==> config.mk <==
export PLATFORM = sky130hd
export DESIGN_NAME = difftest_commit_serializer_flat
export DESIGN_NICKNAME = d
export VERILOG_FILES = /design/src/rtl/difftest_commit_serializer_if.sv /design/src/rtl/difftest_commit_serializer.sv /design/src/flat_wrapper.sv
export SDC_FILE = /design/constraint.sdc
export NUM_CORES = 2
export LEC_CHECK = 0
export BUFFER_PORTS_ARGS = -buffer_cell sky130_fd_sc_hd__buf_4
export CORE_MARGIN = 2
export CORE_UTILIZATION = 30
export DETAILED_ROUTE_END_ITERATION = 10
export GPL_ROUTABILITY_DRIVEN = 0
export MAX_ROUTING_LAYER = met4
export PLACE_DENSITY = 0.49
export SLEW_MARGIN = 20
export SYNTH_ARGS = -nofsm -noshare
export SYNTH_HDL_FRONTEND = slang
export SYNTH_SLANG_ARGS = --single-unit
==> constraint.sdc <==
create_clock -name clk -period 11.8 [get_ports clk]
set_input_delay 0.59 -clock clk [delete_from_list [all_inputs] [get_ports clk]]
set_output_delay 0.59 -clock clk [all_outputs]
set_load 0.02 [all_outputs]
==> src/rtl/difftest_commit_serializer_if.sv <==
// Commit-bundle ingress and single-beat trace egress bundled as one port.
// slave = serializer side, master = commit stage + trace sink side.
interface difftest_commit_serializer_if #(
  parameter int CONFIG_P_COMMIT_WIDTH = 1,
  parameter int CONFIG_DW             = 64,
  parameter int CONFIG_PC_W           = 62,
  parameter int CONFIG_INSN_DW        = 32,
  parameter int CONFIG_LRF_AW         = 5
);
  localparam int CW = 1 << CONFIG_P_COMMIT_WIDTH;

  logic [CW-1:0]                in_valid;
  logic [CONFIG_PC_W*CW-1:0]    in_pc;
  logic [CONFIG_INSN_DW*CW-1:0] in_ins;
  logic [CW-1:0]                in_wen;
  logic [CONFIG_LRF_AW*CW-1:0]  in_wnum;
  logic [CONFIG_DW*CW-1:0]      in_wdat;
  logic                         in_excp;
  logic [7:0]                   in_excp_vect;
  logic                         in_ready;

  logic                         out_valid;
  logic                         out_ready;
  logic                         out_kind;
  logic [CONFIG_PC_W-1:0]       out_pc;
  logic [CONFIG_INSN_DW-1:0]    out_ins;
  logic                         out_wen;
  logic [CONFIG_LRF_AW-1:0]     out_wnum;
  logic [CONFIG_DW-1:0]         out_wdat;
  logic [7:0]                   out_excp_vect;
  logic                         out_last;
  logic [31:0]                  out_cycle;
  logic                         overflow;

  modport slave (
    input  in_valid, in_pc, in_ins, in_wen, in_wnum,
    input  in_wdat, in_excp, in_excp_vect, out_ready,
    output in_ready, out_valid, out_kind, out_pc,
    output out_ins, out_wen, out_wnum, out_wdat,
    output out_excp_vect, out_last, out_cycle, overflow
  );

  modport master (
    output in_valid, in_pc, in_ins, in_wen, in_wnum,
    output in_wdat, in_excp, in_excp_vect, out_ready,
    input  in_ready, out_valid, out_kind, out_pc,
    input  out_ins, out_wen, out_wnum, out_wdat,
    input  out_excp_vect, out_last, out_cycle, overflow
  );
endinterface

==> src/rtl/difftest_commit_serializer.sv <==
// Buffers multi-lane commit bundles in a FIFO and drains them one beat
// at a time in lane order, exception beat last.
// Ports: clk, rst (sync, active high), bus (slave modport): in_* bundle
// push with in_ready, out_* beat stream with out_ready, sticky overflow.
// Option: DIFFTEST_SERIAL_CYCLE_STAMP_EN stamps each bundle with a cycle
// count shown on out_cycle; otherwise out_cycle is 0.
module difftest_commit_serializer #(
  parameter int CONFIG_P_COMMIT_WIDTH = 1,
  parameter int CONFIG_DW             = 64,
  parameter int CONFIG_PC_W           = 62,
  parameter int CONFIG_INSN_DW        = 32,
  parameter int CONFIG_LRF_AW         = 5,
  parameter int CONFIG_P_FIFO_DEPTH   = 2
) (
  input logic                             clk,
  input logic                             rst,
  difftest_commit_serializer_if.slave     bus
);
  localparam int CW    = 1 << CONFIG_P_COMMIT_WIDTH;
  localparam int DEPTH = 1 << CONFIG_P_FIFO_DEPTH;
  localparam int LPW   = CONFIG_P_COMMIT_WIDTH + 1;
  localparam int FAW   = CONFIG_P_FIFO_DEPTH;
  localparam int PCW   = CONFIG_PC_W;
  localparam int IW    = CONFIG_INSN_DW;
  localparam int RW    = CONFIG_LRF_AW;
  localparam int DW    = CONFIG_DW;

  typedef logic [LPW-1:0] lane_t;
  typedef logic [FAW:0]   ptr_t;
  typedef logic [FAW-1:0] idx_t;

  typedef struct packed {
    logic [CW-1:0]     valid;
    logic [PCW*CW-1:0] pc;
    logic [IW*CW-1:0]  ins;
    logic [CW-1:0]     wen;
    logic [RW*CW-1:0]  wnum;
    logic [DW*CW-1:0]  wdat;
    logic              excp;
    logic [7:0]        vect;
`ifdef DIFFTEST_SERIAL_CYCLE_STAMP_EN
    logic [31:0]       cyc;
`endif
  } entry_t;

  typedef struct packed {
    logic           kind;
    logic           last;
    logic [PCW-1:0] pc;
    logic [IW-1:0]  ins;
    logic           wen;
    logic [RW-1:0]  wnum;
    logic [DW-1:0]  wdat;
    logic [7:0]     vect;
`ifdef DIFFTEST_SERIAL_CYCLE_STAMP_EN
    logic [31:0]    cyc;
`endif
  } beat_t;

  typedef enum logic {
    S_IDLE,
    S_DRAIN
  } state_t;

  // Lowest valid lane at or above 'from'; CW means none left.
  function automatic lane_t nxt(
    input logic [CW-1:0] v,
    input lane_t         from
  );
    lane_t r;
    r = lane_t'(CW);
    for (int i = CW - 1; i >= 0; i--)
      if (v[i] && (i >= int'(from)))
        r = lane_t'(i);
    return r;
  endfunction

  // Lane index CW selects the exception beat.
  function automatic beat_t mk_beat(
    input entry_t e,
    input lane_t  l
  );
    beat_t b;
    int    k;
    b = '0;
    k = int'(l);
`ifdef DIFFTEST_SERIAL_CYCLE_STAMP_EN
    b.cyc = e.cyc;
`endif
    if (k >= CW) begin
      b.kind = 1'b1;
      b.last = 1'b1;
      b.vect = e.vect;
    end else begin
      b.pc   = e.pc[k*PCW +: PCW];
      b.ins  = e.ins[k*IW +: IW];
      b.wen  = e.wen[k +: 1];
      b.wnum = e.wnum[k*RW +: RW];
      b.wdat = e.wdat[k*DW +: DW];
      b.last = (nxt(e.valid, l + lane_t'(1)) == lane_t'(CW))
             && !e.excp;
    end
    return b;
  endfunction

  entry_t mem [DEPTH];
  ptr_t   wptr, rptr, cnt;
  state_t state;
  lane_t  lane_ptr;
  beat_t  beat;
  logic   ov, ovf;
  logic   push, wr, full, empty;
  entry_t in_e, cur_e, ld_e;
  logic   ld_ok;
  lane_t  ld_lane, step_lane;
  idx_t   nidx;

`ifdef DIFFTEST_SERIAL_CYCLE_STAMP_EN
  logic [31:0] cyc_q;
`endif

  assign push  = (|bus.in_valid) | bus.in_excp;
  assign empty = (wptr == rptr);
  assign full  = (wptr[FAW] != rptr[FAW])
              && (wptr[FAW-1:0] == rptr[FAW-1:0]);
  assign wr    = push && !full;
  assign cnt   = wptr - rptr;
  assign nidx  = rptr[FAW-1:0] + idx_t'(1);

  always_comb begin
    in_e       = '0;
    in_e.valid = bus.in_valid;
    in_e.pc    = bus.in_pc;
    in_e.ins   = bus.in_ins;
    in_e.wen   = bus.in_wen;
    in_e.wnum  = bus.in_wnum;
    in_e.wdat  = bus.in_wdat;
    in_e.excp  = bus.in_excp;
    in_e.vect  = bus.in_excp_vect;
`ifdef DIFFTEST_SERIAL_CYCLE_STAMP_EN
    in_e.cyc   = cyc_q;
`endif
  end

  // The next bundle comes from the FIFO when one is queued behind the
  // head; otherwise it is taken straight from this cycle's push so a
  // bundle can appear the cycle after it arrives.
  always_comb begin
    cur_e = mem[rptr[FAW-1:0]];
    if (state == S_IDLE) begin
      ld_ok = !empty || wr;
      ld_e  = empty ? in_e : cur_e;
    end else begin
      ld_ok = (cnt > ptr_t'(1)) || wr;
      ld_e  = (cnt > ptr_t'(1)) ? mem[nidx] : in_e;
    end
    ld_lane   = nxt(ld_e.valid, lane_t'(0));
    step_lane = nxt(cur_e.valid, lane_ptr + lane_t'(1));
  end

  always_ff @(posedge clk) begin
    if (!rst && wr)
      mem[wptr[FAW-1:0]] <= in_e;
  end

  always_ff @(posedge clk) begin
    if (rst) begin
      state    <= S_IDLE;
      wptr     <= '0;
      rptr     <= '0;
      lane_ptr <= '0;
      ov       <= 1'b0;
      ovf      <= 1'b0;
      beat     <= '0;
`ifdef DIFFTEST_SERIAL_CYCLE_STAMP_EN
      cyc_q    <= '0;
`endif
    end else begin
`ifdef DIFFTEST_SERIAL_CYCLE_STAMP_EN
      cyc_q <= cyc_q + 32'd1;
`endif
      if (wr)
        wptr <= wptr + ptr_t'(1);
      if (push && full)
        ovf <= 1'b1;
      unique case (state)
        S_IDLE: begin
          if (ld_ok) begin
            state    <= S_DRAIN;
            ov       <= 1'b1;
            lane_ptr <= ld_lane;
            beat     <= mk_beat(ld_e, ld_lane);
          end
        end
        S_DRAIN: begin
          if (bus.out_ready) begin
            if (beat.last) begin
              rptr <= rptr + ptr_t'(1);
              if (ld_ok) begin
                lane_ptr <= ld_lane;
                beat     <= mk_beat(ld_e, ld_lane);
              end else begin
                state    <= S_IDLE;
                ov       <= 1'b0;
                lane_ptr <= '0;
                beat     <= '0;
              end
            end else begin
              lane_ptr <= step_lane;
              beat     <= mk_beat(cur_e, step_lane);
            end
          end
        end
        default: state <= S_IDLE;
      endcase
    end
  end

  assign bus.in_ready      = !full;
  assign bus.out_valid     = ov;
  assign bus.out_kind      = beat.kind;
  assign bus.out_last      = beat.last;
  assign bus.out_pc        = beat.pc;
  assign bus.out_ins       = beat.ins;
  assign bus.out_wen       = beat.wen;
  assign bus.out_wnum      = beat.wnum;
  assign bus.out_wdat      = beat.wdat;
  assign bus.out_excp_vect = beat.vect;
  assign bus.overflow      = ovf;
`ifdef DIFFTEST_SERIAL_CYCLE_STAMP_EN
  assign bus.out_cycle     = beat.cyc;
`else
  assign bus.out_cycle     = 32'd0;
`endif
endmodule
==> src/flat_wrapper.sv <==
// flat-port wrapper written by rule: the top's interface ports become plain ports
module difftest_commit_serializer_flat 
#(
  parameter int CONFIG_P_COMMIT_WIDTH = 1,
  parameter int CONFIG_DW             = 64,
  parameter int CONFIG_PC_W           = 62,
  parameter int CONFIG_INSN_DW        = 32,
  parameter int CONFIG_LRF_AW         = 5,
  parameter int CONFIG_P_FIFO_DEPTH   = 2
)
  (clk, rst, bus_in_valid, bus_in_pc, bus_in_ins, bus_in_wen, bus_in_wnum, bus_in_wdat, bus_in_excp, bus_in_excp_vect, bus_out_ready, bus_in_ready, bus_out_valid, bus_out_kind, bus_out_pc, bus_out_ins, bus_out_wen, bus_out_wnum, bus_out_wdat, bus_out_excp_vect, bus_out_last, bus_out_cycle, bus_overflow);
  difftest_commit_serializer_if #(.CONFIG_P_COMMIT_WIDTH(CONFIG_P_COMMIT_WIDTH), .CONFIG_DW(CONFIG_DW), .CONFIG_PC_W(CONFIG_PC_W), .CONFIG_INSN_DW(CONFIG_INSN_DW), .CONFIG_LRF_AW(CONFIG_LRF_AW)) bus_i ();
  input logic clk;
  input logic rst;
  input wire logic [$bits(bus_i.in_valid)-1:0] bus_in_valid;
  input wire logic [$bits(bus_i.in_pc)-1:0] bus_in_pc;
  input wire logic [$bits(bus_i.in_ins)-1:0] bus_in_ins;
  input wire logic [$bits(bus_i.in_wen)-1:0] bus_in_wen;
  input wire logic [$bits(bus_i.in_wnum)-1:0] bus_in_wnum;
  input wire logic [$bits(bus_i.in_wdat)-1:0] bus_in_wdat;
  input wire logic [$bits(bus_i.in_excp)-1:0] bus_in_excp;
  input wire logic [$bits(bus_i.in_excp_vect)-1:0] bus_in_excp_vect;
  input wire logic [$bits(bus_i.out_ready)-1:0] bus_out_ready;
  output wire logic [$bits(bus_i.in_ready)-1:0] bus_in_ready;
  output wire logic [$bits(bus_i.out_valid)-1:0] bus_out_valid;
  output wire logic [$bits(bus_i.out_kind)-1:0] bus_out_kind;
  output wire logic [$bits(bus_i.out_pc)-1:0] bus_out_pc;
  output wire logic [$bits(bus_i.out_ins)-1:0] bus_out_ins;
  output wire logic [$bits(bus_i.out_wen)-1:0] bus_out_wen;
  output wire logic [$bits(bus_i.out_wnum)-1:0] bus_out_wnum;
  output wire logic [$bits(bus_i.out_wdat)-1:0] bus_out_wdat;
  output wire logic [$bits(bus_i.out_excp_vect)-1:0] bus_out_excp_vect;
  output wire logic [$bits(bus_i.out_last)-1:0] bus_out_last;
  output wire logic [$bits(bus_i.out_cycle)-1:0] bus_out_cycle;
  output wire logic [$bits(bus_i.overflow)-1:0] bus_overflow;
  assign bus_i.in_valid = bus_in_valid;
  assign bus_i.in_pc = bus_in_pc;
  assign bus_i.in_ins = bus_in_ins;
  assign bus_i.in_wen = bus_in_wen;
  assign bus_i.in_wnum = bus_in_wnum;
  assign bus_i.in_wdat = bus_in_wdat;
  assign bus_i.in_excp = bus_in_excp;
  assign bus_i.in_excp_vect = bus_in_excp_vect;
  assign bus_i.out_ready = bus_out_ready;
  assign bus_in_ready = bus_i.in_ready;
  assign bus_out_valid = bus_i.out_valid;
  assign bus_out_kind = bus_i.out_kind;
  assign bus_out_pc = bus_i.out_pc;
  assign bus_out_ins = bus_i.out_ins;
  assign bus_out_wen = bus_i.out_wen;
  assign bus_out_wnum = bus_i.out_wnum;
  assign bus_out_wdat = bus_i.out_wdat;
  assign bus_out_excp_vect = bus_i.out_excp_vect;
  assign bus_out_last = bus_i.out_last;
  assign bus_out_cycle = bus_i.out_cycle;
  assign bus_overflow = bus_i.overflow;
  difftest_commit_serializer #(.CONFIG_P_COMMIT_WIDTH(CONFIG_P_COMMIT_WIDTH), .CONFIG_DW(CONFIG_DW), .CONFIG_PC_W(CONFIG_PC_W), .CONFIG_INSN_DW(CONFIG_INSN_DW), .CONFIG_LRF_AW(CONFIG_LRF_AW), .CONFIG_P_FIFO_DEPTH(CONFIG_P_FIFO_DEPTH)) u_core (.clk(clk), .rst(rst), .bus(bus_i));
endmodule
==> impl_metrics.csv <==
group,metric,value,unit
sta,timing.fmax,166,MHz
clock_network,cts_buffers,180,
worst_setup_path,path_cells,"ha_1, fa_4, nand2_4, buf_4, buf_4, buf_4, mux2i_1, o22ai_1, a2bb2oi_1, a311oi_1",
clock_network,postCtsHoldBufs,339,
detailed_routing,dr_total_vias,54200,
sta,setup_viol,0,
clock_network,cts_root_buffer,"clkbuf_16",
synth,synth_area_per_cell,14.7,um2
detailed_routing,wl_per_cell,28.5,um
placed_design,dp_hpwl,146000,um
final_layout,fin_nets,6278,
placed_design,placed_area,0.0848,mm2
global_route,grtUsageTotal,20.7,%
final_layout,mostFrequentLayoutCells,"edfxtp_1 (1356), nand2_1 (765), mux4_2 (678), buf_4 (608), dlygate4sd3_1 (339)",
synth,synth_edf_count,1356,
worst_setup_path,crit_path_end_kind,"flop",
synth,ys_seq_area_share,57.3,%
floorplanning,io_pins,551,
synth,synthSimpleGateAreaFrac,6.49,%
synth,synth_top_area_cell,"edfxtp_1",
final_layout,post_route_cells_drive_above_1_share,27.0,%
sta,worst_pin_slew,1.18,ns
clock_network,h-tree-depth,4,
worst_setup_path,cp_data_required_time,12.54,ns
worst_setup_path,cp_max_fo,56,
synth,netlist_area,0.0777,mm2
worst_setup_path,reg2reg_depth,10,
worst_setup_path,cp_data_arrival_time,6.77,ns
worst_setup_path,crit_type,"reg2reg",
flow_run,cap_viol_max_count,0,
detailed_routing,antenna_left,0,
synth,synth_seq_cells,1543,
worst_setup_path,crit_slowest_cell,"dfxtp_4",
detailed_routing,wirelength,271000,um
synth,synth_flop_cell,"edfxtp_1",
global_route,grt_pass1_vias,55100,
final_layout,final_area,0.0943,mm2
global_route,antenna_found_initial,48,
worst_setup_path,rr_startpoint,"u_core.rptr[0]",
pwr,powerDensity,176,mW/mm2
clock_network,path_clk_slew,0.06,ns
sta,worst_hold_slack,0.212,ns
floorplanning,die-area,0.263,mm2
sta,hold_violations,0,
worst_setup_path,critPathLaunchType,"flop",
clock_network,post_cts_resized,0,
pwr,p_total,16.6,mW
floorplanning,die_x,513,um
sta,rsz0062_at_grt,"false",
worst_setup_path,reg2reg_setup_slack,5.77,ns
detailed_routing,viasPerCell,5.70,
global_route,grt_max_degree,133,
placed_design,portBuffers,518,
final_layout,final_common_cell,"edfxtp_1",
synth,ys_warn_count,0,
floorplanning,start_util,30.2,%
worst_setup_path,r2r_end,"u_core.bus.out_pc[25]",
global_route,grt_pass1_wl,393000,um
floorplanning,die_y,513,um
final_layout,area_delta_synth_final,21.4,%
detailed_routing,post-route-drc-count,0,
clock_network,cts_tree,"done",
synth,synthTopCellsByArea,"edfxtp_1 (52%), mux4_2 (20%), dfxtp_1 (4.8%), nand2_1 (3.7%), mux2i_1 (3.3%)",
detailed_routing,drt_iter0_drc,5141,
worst_setup_path,slowest_delay,0.89,ns
synth,synth_fa_ha_area_share,0.171,%
synth,synth_top_family_by_area,"multiplexers",
floorplanning,row_count,186,
sta,min_period,6.03,ns
worst_setup_path,startpoint,"u_core.rptr[0]",
synth,synth_xor_area_share,0.127,%
worst_setup_path,worst_path_most_repeated_cell,"buf_4",
detailed_routing,drtPass1Iterations,6,
sta,max_slew_margin,21.5,%
sta,slew_viol_final,0,
synth,syn_inst,5300,
synth,synth_compound_area_share,9.47,%
clock_network,cts_setup_buffers,0,
synth,yosysTopAreaCellShare,52.4,%
sta,fin_crit_sh,51.1,%
clock_network,cts.sinks,1543,
worst_hold_path,min_path_type,"in2reg",
sta,fin_setup_tns,0,ns
final_layout,fin_util,36.7,%
clock_network,clock_latency,0.85,ns
worst_setup_path,crit_end,"u_core.bus.out_pc[25]",
synth,synth-async-reset-ratio,0,%
synth,ys_types,52,
floorplanning,core,0.257,mm2
pwr,leakage,31.2,nW
sta,fin_skew,0.0980,ns
status,status,"complete, no violations",
synth,synth_mux_area_share,23.5,%
global_route,overflow,0,
clock_network,clock_path_buffers,3,
pwr,worst_ir_drop_vdd,142,uV
==> cell families after synthesis <==
kind of cell               count (synthesis)
buffers and inverters                    559
DFF                                     1543
muxes                                    970
other                                      1
adders and majority gates                 10
xor gates and xnor gates                   8
and+or+nand+nor                         1213
AOI/OAI and AO/OA                        996
==> layer usage <==
| metal | track usage, % | routed length (um) |
|---|---|---|
| met2 | 32.7 | 129000 |
| met4 | 6.08 | 7610 |
| met5 | - | 0 |
| met3 | 3.83 | 18900 |
| met1 | 27.2 | 115000 |
==> worst max-delay path: cells and delay by family (launching register included) <==
kind            cells  cell delay (ns)
compound gates      3             0.60
flops               1             0.89
fa+ha+maj           2             0.94
buf+inv             3             2.37
mux                 1             0.19
simple gates        1             0.80
==> synth_stat cells, types with 2 or more instances <==
library cell / count
xnor2_1: 2
a22oi_1: 39
nand2b_1: 2
buf_1: 85
o31ai_1: 5
a311oi_1: 165
nand3_1: 119
nand2_1: 770
o22ai_1: 182
edfxtp_1: 1356
buf_4: 36
mux2i_1: 254
clkbuf_1: 358
a21oi_1: 61
a2111oi_0: 39
mux2_2: 38
a22o_1: 39
and3_1: 115
o221ai_1: 6
a2bb2oi_1: 74
nor3_1: 5
buf_2: 73
nor2_1: 190
mux4_2: 678
a32oi_1: 10
xor2_1: 4
o21ai_1: 8
dfxtp_1: 187
a211oi_1: 159
o21ai_0: 41
and2_1: 7
a31oi_1: 53
ha_1: 9
o211ai_1: 107
inv_1: 7
==> metrics by stage <==
| stage | worst slack (ns) | instances |
|---|---|---|
| floorplan | 2.17 | 5331 |
| global placement | 5.85 | 8788 |
| detailed placement | 5.75 | 8789 |
| CTS | 5.71 | 9467 |
| global route | 5.42 | 9501 |
| finish | 5.77 | 9505 |
==> registers in the layout (all words and copies together) (netlist names), named ones only <==
name / cells
u_core.bus.out_last: 1
u_core.state: 1
u_core.bus.out_wen: 1
u_core.rptr: 3
u_core.bus.out_wdat: 64
u_core.bus.out_wnum: 5
u_core.bus.out_valid: 1
u_core.mem: 1356
u_core.bus.out_kind: 1
u_core.bus.overflow: 1
u_core.bus.out_pc: 62
u_core.wptr: 3
u_core.bus.out_excp_vect: 8
u_core.lane_ptr: 2
u_core.bus.out_ins: 32
==> area by class of cell <==
type                    count  area [um2]
clock buffers             247        4930
multi-input cells        3229       31100
diodes                     38        95.1
well taps                3384        4230
clock inverters            92        1060
inverters                   7        31.3
fillers                 24300      163000
flip-flops and latches   1543       44500
repair buffers            965        8300
==> power by group <==
group          internal, mW  total [mW]  leakage, nW  switching (mW)
sequential             6.43        6.67         14.0           0.244
clock                  3.20        5.62         2.91            2.42
combinational          1.59        4.34         14.3            2.74
total                  11.2        16.6         31.2            5.41
==> worst min-delay path by stage <==
stage                                from                     end  depth (start not counted)
global route                          rst     u_core.bus.overflow                          2
floorplan              u_core.lane_ptr[1]      u_core.lane_ptr[1]                          2
finish                                rst  u_core.bus.out_wdat[3]                          2
CTS                                   rst     u_core.bus.overflow                          2
global placement    u_core.bus.out_pc[48]   u_core.bus.out_pc[48]                          2
detailed placement    u_core.bus.out_kind     u_core.bus.out_kind                          2
Power figures use the tool's default switching activity.
